===== src/rtl/main_mem_ctrl.sv =====
// -----------------------------------------------------------------------------
// main_mem_ctrl
//   Main-memory port controller that sits behind the memory execution element.
//   It serialises the read channel (loads) and the write channel (stores) onto
//   a single-port synchronous SRAM with a fixed read latency. Each request is
//   answered with a one-cycle ready pulse. Requesters hold valid, address and
//   data stable until they see that pulse.
//
//   Optional feature (compile-time macro MAIN_MEM_CTRL_RANGE_CHECK_EN):
//     When the macro is defined, an address is out of range if it has any bit
//     above the SRAM word index set, or if it is not word aligned.
//     - An out-of-range write does not assert sram_we.
//     - An out-of-range read returns zero.
//     - The sticky output range_err records that such an access happened.
//     When the macro is not defined, addresses wrap modulo the SRAM depth.
//
// Parameters
//   ADDR_W        SRAM word-address width (2**ADDR_W words of 32 bits)
//   READ_LATENCY  cycles from sram_addr presented to sram_rdata valid (>=1)
//
// Ports
//   clk, reset   rising-edge clock; synchronous active-high reset
//   rd_addr      read byte address        rd_valid  read request
//   rd_data      read data (held)         rd_ready  read done pulse
//   wr_addr      write byte address       wr_data   write data
//   wr_valid     write request            wr_ready  write done pulse
//   sram_addr    SRAM word address        sram_wdata SRAM write data
//   sram_we      SRAM write enable        sram_rdata SRAM read data
//   busy         controller not idle (registered)
//   range_err    sticky out-of-range flag (only with the range-check macro)
// -----------------------------------------------------------------------------
module main_mem_ctrl #(
  parameter int ADDR_W       = 16,
  parameter int READ_LATENCY = 2
) (
  input  logic              clk,
  input  logic              reset,
  input  logic [31:0]       rd_addr,
  input  logic              rd_valid,
  output logic [31:0]       rd_data,
  output logic              rd_ready,
  input  logic [31:0]       wr_addr,
  input  logic [31:0]       wr_data,
  input  logic              wr_valid,
  output logic              wr_ready,
  output logic [ADDR_W-1:0] sram_addr,
  output logic [31:0]       sram_wdata,
  output logic              sram_we,
  input  logic [31:0]       sram_rdata,
  output logic              busy
`ifdef MAIN_MEM_CTRL_RANGE_CHECK_EN
  ,
  output logic              range_err
`endif
);

  localparam int CNT_W = $clog2(READ_LATENCY + 1);
  localparam logic [CNT_W-1:0] RD_LOAD  = CNT_W'(READ_LATENCY);
  // The write needs one cycle with sram_we high and one quiet cycle before
  // ready, so that the ready pulse lands two cycles after accept.
  localparam logic [CNT_W-1:0] WR_LOAD  = CNT_W'(1);
  localparam logic [CNT_W-1:0] CNT_ZERO = CNT_W'(0);

  typedef enum logic [1:0] {
    S_IDLE      = 2'd0,
    S_WRITE     = 2'd1,
    S_READ_WAIT = 2'd2,
    S_RESP      = 2'd3
  } state_t;

  state_t              r_state, w_state_nxt;
  logic [CNT_W-1:0]    r_cnt, w_cnt_nxt;
  logic [ADDR_W-1:0]   r_sram_addr, w_sram_addr_nxt;
  logic [31:0]         r_sram_wdata, w_sram_wdata_nxt;
  logic                r_sram_we, w_sram_we_nxt;
  logic [31:0]         r_rd_data, w_rd_data_nxt;
  logic                r_rd_ready, w_rd_ready_nxt;
  logic                r_wr_ready, w_wr_ready_nxt;
  logic                r_busy;
  logic                r_is_wr, w_is_wr_nxt;   // the access in flight is a write
  logic                r_oor, w_oor_nxt;       // the access in flight is out of range
  logic [ADDR_W-1:0]   w_wr_idx, w_rd_idx;
  logic                w_wr_oor, w_rd_oor;

  assign w_wr_idx = wr_addr[ADDR_W+1:2];
  assign w_rd_idx = rd_addr[ADDR_W+1:2];

`ifdef MAIN_MEM_CTRL_RANGE_CHECK_EN
  logic r_range_err, w_range_err_nxt;

  // True when any bit above the word index is set, or when the byte offset is nonzero.
  function automatic logic out_of_range(input logic [31:0] addr);
    return ((addr >> (ADDR_W + 2)) != 32'd0) || (addr[1:0] != 2'b00);
  endfunction

  assign w_wr_oor  = out_of_range(wr_addr);
  assign w_rd_oor  = out_of_range(rd_addr);
  assign range_err = r_range_err;
`else
  // Without range checking the upper address bits and byte offset are ignored.
  logic w_unused;
  assign w_unused = ^{wr_addr[31:ADDR_W+2], wr_addr[1:0],
                      rd_addr[31:ADDR_W+2], rd_addr[1:0]};
  assign w_wr_oor = 1'b0;
  assign w_rd_oor = 1'b0;
`endif

  // State register plus all registered outputs and datapath state
  always_ff @(posedge clk) begin
    if (reset) begin
      r_state      <= S_IDLE;
      r_cnt        <= CNT_ZERO;
      r_sram_addr  <= ADDR_W'(0);
      r_sram_wdata <= 32'd0;
      r_sram_we    <= 1'b0;
      r_rd_data    <= 32'd0;
      r_rd_ready   <= 1'b0;
      r_wr_ready   <= 1'b0;
      r_busy       <= 1'b0;
      r_is_wr      <= 1'b0;
      r_oor        <= 1'b0;
`ifdef MAIN_MEM_CTRL_RANGE_CHECK_EN
      r_range_err  <= 1'b0;
`endif
    end else begin
      r_state      <= w_state_nxt;
      r_cnt        <= w_cnt_nxt;
      r_sram_addr  <= w_sram_addr_nxt;
      r_sram_wdata <= w_sram_wdata_nxt;
      r_sram_we    <= w_sram_we_nxt;
      r_rd_data    <= w_rd_data_nxt;
      r_rd_ready   <= w_rd_ready_nxt;
      r_wr_ready   <= w_wr_ready_nxt;
      r_busy       <= (w_state_nxt != S_IDLE);
      r_is_wr      <= w_is_wr_nxt;
      r_oor        <= w_oor_nxt;
`ifdef MAIN_MEM_CTRL_RANGE_CHECK_EN
      r_range_err  <= w_range_err_nxt;
`endif
    end
  end

  // Next-state logic: write wins over read in IDLE; both leave their wait state when the counter expires
  always_comb begin
    w_state_nxt = r_state;
    case (r_state)
      S_IDLE: begin
        if (wr_valid) begin
          w_state_nxt = S_WRITE;
        end else if (rd_valid) begin
          w_state_nxt = S_READ_WAIT;
        end else begin
          w_state_nxt = S_IDLE;
        end
      end
      S_WRITE, S_READ_WAIT: begin
        if (r_cnt == CNT_ZERO) begin
          w_state_nxt = S_RESP;
        end else begin
          w_state_nxt = r_state;
        end
      end
      S_RESP:  w_state_nxt = S_IDLE;
      default: w_state_nxt = S_IDLE;
    endcase
  end

  // Output logic: next values of the registered outputs and the in-flight access context
  always_comb begin
    w_cnt_nxt        = r_cnt;
    w_sram_addr_nxt  = r_sram_addr;
    w_sram_wdata_nxt = r_sram_wdata;
    w_sram_we_nxt    = 1'b0;
    w_rd_data_nxt    = r_rd_data;
    w_rd_ready_nxt   = 1'b0;
    w_wr_ready_nxt   = 1'b0;
    w_is_wr_nxt      = r_is_wr;
    w_oor_nxt        = r_oor;
`ifdef MAIN_MEM_CTRL_RANGE_CHECK_EN
    w_range_err_nxt  = r_range_err;
`endif
    case (r_state)
      S_IDLE: begin
        if (wr_valid) begin
          w_sram_addr_nxt  = w_wr_idx;
          w_sram_wdata_nxt = wr_data;
          w_sram_we_nxt    = ~w_wr_oor;
          w_cnt_nxt        = WR_LOAD;
          w_is_wr_nxt      = 1'b1;
          w_oor_nxt        = w_wr_oor;
`ifdef MAIN_MEM_CTRL_RANGE_CHECK_EN
          w_range_err_nxt  = r_range_err | w_wr_oor;
`endif
        end else if (rd_valid) begin
          w_sram_addr_nxt  = w_rd_idx;
          w_cnt_nxt        = RD_LOAD;
          w_is_wr_nxt      = 1'b0;
          w_oor_nxt        = w_rd_oor;
`ifdef MAIN_MEM_CTRL_RANGE_CHECK_EN
          w_range_err_nxt  = r_range_err | w_rd_oor;
`endif
        end else begin
          w_cnt_nxt        = r_cnt;
        end
      end
      S_WRITE, S_READ_WAIT: begin
        // With the counter at zero, sram_rdata is valid this cycle for a read, so it is captured at this edge
        if (r_cnt == CNT_ZERO) begin
          if (r_is_wr) begin
            w_wr_ready_nxt = 1'b1;
          end else begin
            w_rd_ready_nxt = 1'b1;
            w_rd_data_nxt  = r_oor ? 32'h0000_0000 : sram_rdata;
          end
        end else begin
          w_cnt_nxt = r_cnt - CNT_W'(1);
        end
      end
      S_RESP: begin
        w_cnt_nxt = CNT_ZERO;
      end
      default: begin
        w_cnt_nxt = CNT_ZERO;
      end
    endcase
  end

  assign rd_data    = r_rd_data;
  assign rd_ready   = r_rd_ready;
  assign wr_ready   = r_wr_ready;
  assign sram_addr  = r_sram_addr;
  assign sram_wdata = r_sram_wdata;
  assign sram_we    = r_sram_we;
  assign busy       = r_busy;

endmodule


===== config.mk =====
export PLATFORM = sky130hd
export DESIGN_NAME = main_mem_ctrl
export DESIGN_NICKNAME = d
export VERILOG_FILES = /design/src/rtl/main_mem_ctrl.sv
export SDC_FILE = /design/constraint.sdc
export NUM_CORES = 1
export LEC_CHECK = 0
export CAP_MARGIN = 25
export CORE_MARGIN = 3
export CORE_UTILIZATION = 30
export CTS_BUF_LIST = sky130_fd_sc_hd__clkbuf_4 sky130_fd_sc_hd__clkbuf_8
export CTS_CLUSTER_SIZE = 8
export DETAILED_ROUTE_END_ITERATION = 7
export PLACE_DENSITY = 0.79
export SLEW_MARGIN = 20
export SYNTH_ARGS = -nofsm -noshare
export SYNTH_HDL_FRONTEND = slang
export SYNTH_SLANG_ARGS = --single-unit

===== constraint.sdc =====
create_clock -name clk -period 1.66 [get_ports clk]
set_input_delay 0.415 -clock clk [delete_from_list [all_inputs] [get_ports clk]]
set_output_delay 0.415 -clock clk [all_outputs]
set_load 0.02 [all_outputs]

==> impl_metrics.tcl <==
set metrics [dict create \
    status "complete, no violations" \
    grt_pass1_wl_um 15300 \
    overflow 0 \
    yosys.cell_types.count 26 \
    area_growth_pct 63.0 \
    rsz0062_at_grt "no" \
    synth-seq-area-share_pct 53.5 \
    period_share_pct 90.2 \
    post_drt_via_cell_ratio 4.59 \
    reg2reg_depth 5 \
    required_ns 1.91 \
    max_clock_freq_ghz 0.668 \
    setup_viol 0 \
    power_density_nw_per_um2 976 \
    grt_start_max_net_pins 34 \
    ys_warn_count 0 \
    slew_headroom_pct 75.2 \
    numPortBuffers 183 \
    vias 3255 \
    start_util_pct 31.5 \
    cts_tree "yes" \
    drive_above_1_share_pct 5.41 \
    pre_cts_ws_ns -0.209 \
    cts.clk_slew.worst_paths_ns 0.08 \
    slew_violations 0 \
    whs_ns 0.331 \
    n_fill_cell 995 \
    avgSynthCellArea_um2 8.47 \
    hp-class "input pin to flip-flop" \
    multiInputGateArea_um2 1380 \
    path_max_fanout 5 \
    yosys_register_bits 89 \
    synth_fp_nets 528 \
    clockBufferDepth 2 \
    nets 704 \
    cts-root-buf "clkbuf_8" \
    cts_inserted_buffers 9 \
    die_h_um 111 \
    drt_wl_total_um 9230 \
    cts_sinks 89 \
    grt_usage_pct 14.7 \
    hold_depth 2 \
    max-cap-violations 0 \
    min_period_ns 1.50 \
    hpwl_um 6990 \
    syn_inst 393 \
    worst_slack_ns 0.163 \
    dieArea_um2 12400 \
    place.gp.congestion 0.824 \
    die_x_um 111 \
    antenna_found_initial 0 \
    ant_nets 0 \
    finalHoldViolations 0 \
    rrSetupSlack_ns 0.16 \
    worstMarginPinSlew_ns 0.370 \
    grt_pass1_vias 3249 \
    drcViolationCount 0 \
    wl_per_cell_um 13.0 \
    fin_worst_skew_ns 0.00969 \
    num_antenna_cells 0 \
    rows 37 \
    startpoint_type "flip-flop" \
    p_leak_uw 0.00239 \
    end_kind "flip-flop" \
    syn-cell-area_um2 3330 \
    peakVddDrop_uv 407 \
    crit_arrival_ns 1.74 \
    clk_latency_ns 0.34 \
    coreArea_um2 10600 \
    io_pins 216 \
    cts-htree-levels 3 \
    crit_type "flip-flop to flip-flop" \
    regArea_um2 1780 \
    drtIter0Drc 201 \
    drt-pass1-iter-count 4 \
]
## cells in the mapped netlist
library cell,number,share of area (%)
a2111oi_0,1,0.26
a211oi_1,16,3.6
a211oi_2,2,0.75
a21oi_1,67,10
a41oi_1,1,0.26
and2_1,3,0.56
and3b_1,2,0.53
buf_12,1,0.60
buf_2,14,2.1
buf_4,5,1.1
buf_6,1,0.34
clkbuf_1,8,0.90
dfxtp_1,89,54
ha_1,3,1.1
inv_1,4,0.45
mux2i_1,16,4.8
nand2_1,131,15
nand2b_1,1,0.19
nand3b_1,1,0.23
nor2_1,18,2.0
nor2b_1,2,0.38
nor3b_1,2,0.45
nor4_1,1,0.19
o21a_1,1,0.23
o21ai_0,2,0.30
or2_2,1,0.19
## through the flow
step                power, µW  instances  TNS (ns)  util (%)  cell area (µm²)
floorplan                3210        393         0         -             3330
global placement         3930        694     -3.03      50.3             5310
detailed placement       3970        694     -3.90      50.3             5310
CTS                      5370        709         0      51.3             5410
global route             5610        709         0      51.4             5430
finish                   5300        709         0      51.4             5430
## path summary, 6_finish.rpt
kind | from | end
setup / recovery | r_state[0] | r_cnt[0]
hold / removal | reset | rd_data[0]
setup reg to reg | r_state[0] | r_cnt[0]
hold reg to reg | sram_wdata[1] | sram_wdata[1]
## sequential cells by signal, summed over array words and instances, names as in the netlist
signal / count
rd_data: 32
sram_wdata: 32
sram_addr: 16
r_cnt: 2
r_state: 2
busy: 1
r_is_wr: 1
rd_ready: 1
sram_we: 1
wr_ready: 1
## cell type report
type / instances / area share, %
Multi-Input combinational cell: 271 / 25.4
Tap cell: 136 / 3.14
Clock inverter: 2 / 0.692
Inverter: 4 / 0.277
Sequential cell: 89 / 32.8
Clock buffer: 13 / 3.07
Timing Repair Buffer: 194 / 34.6
## placed cells by master, fill, tap and decap left out, types with 3 or more instances in the layout
| cell type | instances |
|---|---|
| inv_1 | 4 |
| nand2_1 | 131 |
| buf_12 | 6 |
| and2_1 | 3 |
| buf_4 | 5 |
| nor2_1 | 18 |
| dlygate4sd2_1 | 84 |
| dfxtp_1 | 89 |
| a211oi_1 | 16 |
| mux2i_1 | 16 |
| clkdlybuf4s50_1 | 98 |
| a21oi_1 | 67 |
| clkbuf_8 | 11 |
## routing by layer
metal / wire [µm] / part of all wire [%] / vias up / GRT usage [%]
li1: - / - / 1647 / -
met1: 3650 / 39 / 1472 / 16.9
met2: 4680 / 51 / 119 / 25.6
met3: 722 / 7.8 / 17 / 4.64
met4: 180 / 1.9 / 0 / 5.84
met5: 0 / 0 / - / 0
## kinds of logic (layout without fill, tap and decap cells)
group | Yosys count | after routing | share of synthesized area, %
buffers and inverters | 33 | 213 | 5.53
AOI/OAI and AO/OA | 90 | 90 | 15.5
adders and majority gates | 3 | 3 | 1.13
muxes | 16 | 16 | 4.81
and+or+nand+nor | 162 | 162 | 19.5
DFF | 89 | 89 | 53.5
## repair_timing
action                     in CTS  in global routing
hold buffers                    0                  0
gates resized for setup        84                  2
setup buffers                   0                  0
setup endpoints to repair      84                  2
## worst max-delay path, stage by stage, from the launching register on
cell and delay, ns:
dfxtp_1 0.33, inv_1 0.08, ha_4 0.25, and2_1 0.18, or2_2 0.31, a211oi_1 0.24
## report_power, final
group	total [µW]	internal (µW)	switching, µW
registers	2420	2330	85.2
clock network	1510	805	704
logic	1370	638	731
total	5300	3780	1520
(Power assumes the default switching activity.)
